### config.mk
export PLATFORM = sky130hd
export DESIGN_NAME = serv_mem_arbiter
export DESIGN_NICKNAME = d
export VERILOG_FILES = /design/src/rtl/serv_mem_arb_pkg.sv /design/src/rtl/serv_mem_arb_watchdog.sv /design/src/rtl/serv_mem_arbiter.sv
export SDC_FILE = /design/constraint.sdc
export NUM_CORES = 1
export LEC_CHECK = 0
export ABC_AREA = 0
export ABC_CLOCK_PERIOD_IN_PS = 4440
export CORE_AREA = 2 2 108 110
export DETAILED_ROUTE_END_ITERATION = 12
export DIE_AREA = 0 0 110 112
export DONT_BUFFER_PORTS = 1
export GPL_TIMING_DRIVEN = 0
export SETUP_SLACK_MARGIN = 0.3
export SLEW_MARGIN = 15
export SYNTH_ARGS = -nofsm -noshare
export SYNTH_HDL_FRONTEND = slang
export SYNTH_HIERARCHICAL = 1
export SYNTH_SLANG_ARGS = --single-unit
### constraint.sdc
create_clock -name clk -period 4.44 [get_ports clk]
set_input_delay 0.666 -clock clk [delete_from_list [all_inputs] [get_ports clk]]
set_output_delay 0.666 -clock clk [all_outputs]
set_load 0.005 [all_outputs]
### src/rtl/serv_mem_arb_pkg.sv
// Shared types and constants for the SERV ibus/dbus memory arbiter.
package serv_mem_arb_pkg;

    // Arbiter FSM states
    typedef enum logic [1:0] {
        IDLE = 2'd0,
        BUSY = 2'd1,
        ACK  = 2'd2
    } state_e;

    // Which bus owns (or last owned) the shared memory port
    typedef enum logic {
        IBUS = 1'b0,
        DBUS = 1'b1
    } grant_e;

    // Read data returned on a watchdog termination; sliced down to DW by users
    localparam int                MAX_DW      = 256;
    localparam logic [MAX_DW-1:0] TIMEOUT_RDT = '1;

endpackage

### src/rtl/serv_mem_arb_watchdog.sv
// BUSY-state watchdog: counts cycles without an acknowledge and flags expiry.
// Only built when SERV_MEM_ARB_TIMEOUT_EN is defined.
module serv_mem_arb_watchdog #(
    parameter int TIMEOUT_CYCLES = 255
) (
    input  logic clk,
    input  logic i_rst_n,
    input  logic i_clear,
    input  logic i_run,
    output logic o_expire
);

    localparam int             CW    = $clog2(TIMEOUT_CYCLES + 1);
    localparam logic [CW-1:0]  LIMIT = CW'(TIMEOUT_CYCLES);

    logic [CW-1:0] cnt;

    // Clear on grant, count every waiting BUSY cycle; expiry leaves BUSY so no wrap
    always_ff @(posedge clk or negedge i_rst_n) begin
        if (!i_rst_n) begin
            cnt <= '0;
        end else if (i_clear) begin
            cnt <= '0;
        end else if (i_run) begin
            cnt <= cnt + CW'(1);
        end
    end

    // run already excludes an ack cycle, so a real ack always beats expiry
    assign o_expire = i_run && (cnt == LIMIT);

endmodule

### src/rtl/serv_mem_arbiter.sv
// Registered round-robin Wishbone arbiter sharing one memory port between the
// SERV instruction and data buses. Optional watchdog: SERV_MEM_ARB_TIMEOUT_EN.
module serv_mem_arbiter
    import serv_mem_arb_pkg::*;
#(
    parameter int AW             = 32,
    parameter int DW             = 32,
    parameter int TIMEOUT_CYCLES = 255
) (
    input  logic            clk,
    input  logic            i_rst_n,
    input  logic [AW-1:0]   i_ibus_adr,
    input  logic            i_ibus_cyc,
    output logic [DW-1:0]   o_ibus_rdt,
    output logic            o_ibus_ack,
    input  logic [AW-1:0]   i_dbus_adr,
    input  logic [DW-1:0]   i_dbus_dat,
    input  logic [DW/8-1:0] i_dbus_sel,
    input  logic            i_dbus_we,
    input  logic            i_dbus_cyc,
    output logic [DW-1:0]   o_dbus_rdt,
    output logic            o_dbus_ack,
    output logic [AW-1:0]   o_mem_adr,
    output logic [DW-1:0]   o_mem_dat,
    output logic [DW/8-1:0] o_mem_sel,
    output logic            o_mem_we,
    output logic            o_mem_cyc,
    input  logic [DW-1:0]   i_mem_rdt,
    input  logic            i_mem_ack,
    output logic            o_timeout,
    output logic            o_busy
);

    state_e        state, state_nxt;
    grant_e        last_grant;
    logic          req_any, pick_dbus, start, mem_done, expire, finish;
    logic [DW-1:0] done_rdt;

    assign req_any   = i_ibus_cyc | i_dbus_cyc;
    // dbus wins when alone, or on a tie when ibus had the previous grant
    assign pick_dbus = i_dbus_cyc & (~i_ibus_cyc | (last_grant == IBUS));
    assign start     = (state == IDLE) & req_any;
    // acks outside BUSY are ignored
    assign mem_done  = (state == BUSY) & i_mem_ack;
    assign finish    = mem_done | expire;
    assign done_rdt  = mem_done ? i_mem_rdt : TIMEOUT_RDT[DW-1:0];
    assign o_busy    = (state != IDLE);

`ifdef SERV_MEM_ARB_TIMEOUT_EN
    logic wd_run;
    assign wd_run = (state == BUSY) & ~i_mem_ack;

    serv_mem_arb_watchdog #(
        .TIMEOUT_CYCLES (TIMEOUT_CYCLES)
    ) u_watchdog (
        .clk      (clk),
        .i_rst_n  (i_rst_n),
        .i_clear  (start),
        .i_run    (wd_run),
        .o_expire (expire)
    );

    // Timeout flag lines up with the requester ack it terminates
    always_ff @(posedge clk or negedge i_rst_n) begin
        if (!i_rst_n) o_timeout <= 1'b0;
        else          o_timeout <= expire;
    end
`else
    // Timeout length only matters when the watchdog is built
    logic unused_timeout_cfg;
    assign unused_timeout_cfg = (TIMEOUT_CYCLES != 0);
    assign expire    = 1'b0;
    assign o_timeout = 1'b0;
`endif

    // FSM state register
    always_ff @(posedge clk or negedge i_rst_n) begin
        if (!i_rst_n) state <= IDLE;
        else          state <= state_nxt;
    end

    // FSM next state: ACK is a single dead cycle before the next grant
    always_comb begin
        state_nxt = state;
        case (state)
            IDLE:    if (req_any) state_nxt = BUSY;
            BUSY:    if (finish)  state_nxt = ACK;
            ACK:     state_nxt = IDLE;
            default: state_nxt = IDLE;
        endcase
    end

    // Registered master port, grant tracking and per-bus response registers
    always_ff @(posedge clk or negedge i_rst_n) begin
        if (!i_rst_n) begin
            last_grant <= IBUS;
            o_mem_adr  <= '0;
            o_mem_dat  <= '0;
            o_mem_sel  <= '0;
            o_mem_we   <= 1'b0;
            o_mem_cyc  <= 1'b0;
            o_ibus_rdt <= '0;
            o_ibus_ack <= 1'b0;
            o_dbus_rdt <= '0;
            o_dbus_ack <= 1'b0;
        end else begin
            o_ibus_ack <= 1'b0;
            o_dbus_ack <= 1'b0;
            if (start) begin
                o_mem_cyc <= 1'b1;
                if (pick_dbus) begin
                    last_grant <= DBUS;
                    o_mem_adr  <= i_dbus_adr;
                    o_mem_dat  <= i_dbus_dat;
                    o_mem_sel  <= i_dbus_sel;
                    o_mem_we   <= i_dbus_we;
                end else begin
                    // instruction fetches are always full-word reads
                    last_grant <= IBUS;
                    o_mem_adr  <= i_ibus_adr;
                    o_mem_dat  <= '0;
                    o_mem_sel  <= '1;
                    o_mem_we   <= 1'b0;
                end
            end
            if (finish) begin
                // last_grant names the current owner while BUSY
                o_mem_cyc <= 1'b0;
                if (last_grant == DBUS) begin
                    o_dbus_rdt <= done_rdt;
                    o_dbus_ack <= 1'b1;
                end else begin
                    o_ibus_rdt <= done_rdt;
                    o_ibus_ack <= 1'b1;
                end
            end
        end
    end

endmodule

==> metrics.yaml <==
status: "finished, final reports clean"
whs_ns: 0.235
cts.repair.resized: 0
endpoint_kind: "primary output"
irDropWorstVdd_v: 0.000392
clock-sinks: 139
p_sw_mw: 1.52
multi_input_area_sq_mm: 0.00186
arrival_ns: 1.15
ys_seq_area_share_pct: 63.0
power_mw: 5.08
core_area_sq_mm: 0.0112
antenna_left: 0
slew_violations: 0
antenna_found_initial: 0
syn_to_final_growth_pct: 14.9
grt_pass1_wl_mm: 18.0
ys_warn_count: 6
cts_tree: "built"
grt_max_degree: 140
cts_buffers: 17
grt_overflow_total: 0
clock_path_buffers: 2
power_frac_seq_pct: 48.6
finClkSkew_ns: 0.00745
place.gp.congestion: 0.763
cts.clk_slew.worst_paths_ns: 0.06
drt-initial-drc-count: 108
worstPathMaxFanout: 5
dieWidth_um: 110
ys_ff_latch: 139
fillers: 908
grt_setup_unrepaired: "no"
drv_cap: 0
crit_required_ns: 3.77
pre_cts_ws_ns: 2.39
synth_area_sq_mm: 0.00552
grt_usage_pct: 20.0
syn_inst: 344
power_frac_comb_pct: 23.1
fp.dieH_um: 112
drc_errors: 0
start_util_pct: 49.4
core.rowCount: 39
diodes: 0
clock-root-buffer: "clkbuf_16"
io_pins: 276
drt_first_pass_iters: 4
syn_nets: 482
power.density_mw_per_mm2: 801
clk_latency_ns: 0.41
die_area_sq_mm: 0.0123
h-tree-depth: 4
routed_wl_mm: 11.9
tightest_slew_ns: 0.665
min_period_over_period_pct: 40.9
synth.top_cell.area_share_pct: 63.0
power_frac_clock_pct: 28.3
leakage_nw: 2.80
synth.distinct_cells: 21
hold_viol_final: 0
worstSetupPathType: "flop to primary output"
fin_setup_tns_ns: 0
internal-power_mw: 3.56
drive_above_1_share_pct: 48.8
grt_pass1_vias: 3155
via_per_inst: 5.67
io_buffer_count: 0
hp-class: "primary input to async pin"
detailed_place_hpwl_mm: 8.80
r2r_cells: 4
max_slew_margin_pct: 55.7
worst_slack_ns: 2.62
wire_per_inst_um: 22.9
synth_top_area_cell: "dfrtp_1"
switching_share_pct: 29.9
dr_total_vias: 2947
synth_area_per_cell_sq_um: 16.0
layout_min_cycle_time_ns: 1.82
synthTopCellsByArea: "dfrtp_1, mux2_2, a22o_1, buf_6, buf_4"
fmax_ghz: 0.550
critPathLaunchType: "flop"
setup_viol: 0
layout.nets: 502
register_area_sq_mm: 0.00348
## cell type report
class,instances,area share (%)
multi-input cells,181,29.3
plain buffers,22,2.74
inverters,2,0.118
well taps,143,2.82
flip-flops and latches,139,54.8
clock buffers,19,7.14
clock inverters,13,2.56
repair buffers,1,0.434
## final timing paths
path / start / end / slack (ns)
worst max-delay path: state[1] / o_busy / 2.62
worst min-delay path: i_rst_n / o_mem_adr[28] / 0.23
worst max register to register: state[1] / o_ibus_rdt[5] / 2.64
worst min register to register: o_ibus_rdt[12] / o_ibus_rdt[12] / 0.53
max in group asynchronous: i_rst_n / o_mem_dat[27] / 3.69
min in group clk: i_mem_ack / state[0] / 0.37
## cells in the final DEF (no fill, tap or decap), drive strengths merged, types with 3 or more instances in the layout
| cell | instances |
|---|---|
| o22a | 4 |
| a22o | 33 |
| mux2 | 128 |
| nor2 | 4 |
| nand2 | 3 |
| clkinvlp | 3 |
| bufinv | 3 |
| or2 | 3 |
| clkinv | 3 |
| inv | 6 |
| clkbuf | 19 |
| dfrtp | 139 |
| buf | 23 |
## synth_stat cells
library cell,n
a21bo_1,1
a21o_1,1
a22o_1,33
buf_2,7
buf_4,8
buf_6,7
conb_1,1
dfrtp_1,139
inv_1,2
mux2_1,2
mux2_2,126
nand2_1,3
nand2b_1,1
nand3b_1,1
nor2_1,2
nor2_2,1
nor2_4,1
o21ai_0,1
o22a_1,4
or2_1,2
or2_2,1
## layer usage
layer | share of wire, % | GRT usage, % | wire length [um] | vias up
met5 | 0 | 0 | 0 | -
met4 | 2.8 | 9.45 | 328 | 0
met3 | 12 | 10.5 | 1400 | 25
met2 | 50 | 31.9 | 5990 | 173
met1 | 35 | 21.8 | 4190 | 1461
li1 | - | - | - | 1288
## critical path: stages, from the launching register on
cell	delay (ns)
dfrtp_1	0.37
or2_1	0.24
buf_6	0.14
## logic make-up (layout without fill, tap and decap cells)
group	Yosys count	after routing	synth area share, %
other	1	1	0.0679
buffers and inverters	24	57	3.29
AO/OA/AOI/OAI	40	40	6.28
AND/OR/NAND/NOR	12	12	1.25
flip-flops	139	139	63.0
multiplexers	128	128	26.1
## registers in the layout, indices dropped and copies added (netlist names)
signal	count
o_ibus_ack	1
o_mem_sel	4
o_dbus_rdt	32
o_mem_cyc	1
o_ibus_rdt	32
o_mem_we	1
last_grant	1
state	2
o_mem_dat	32
o_mem_adr	32
o_dbus_ack	1
## metrics by stage
stage,cell area [sq um],util [%],instances
4_1_cts,6340,56.8,520
3_5_place_dp,5700,51.0,487
3_3_place_gp,5700,51.0,487
2_1_floorplan,5520,-,344
5_1_grt,6340,56.8,520
6_report,6340,56.8,520
## power by group through the flow
stage / logic, mW / registers, mW / clock network (mW)
2_1_floorplan: 1.01 / 2.29 / 0
3_3_place_gp: 1.12 / 2.50 / 0
3_5_place_dp: 1.16 / 2.50 / 0
4_1_cts: 1.20 / 2.49 / 1.47
5_1_grt: 1.30 / 2.55 / 1.54
6_report: 1.17 / 2.47 / 1.44
## repair_timing
item | in CTS | in global routing
endpoints found under the hold margin | 139 | 0
buffers inserted | 0 | 0
hold buffers | 1 | 0
(Power assumes the default switching activity.)
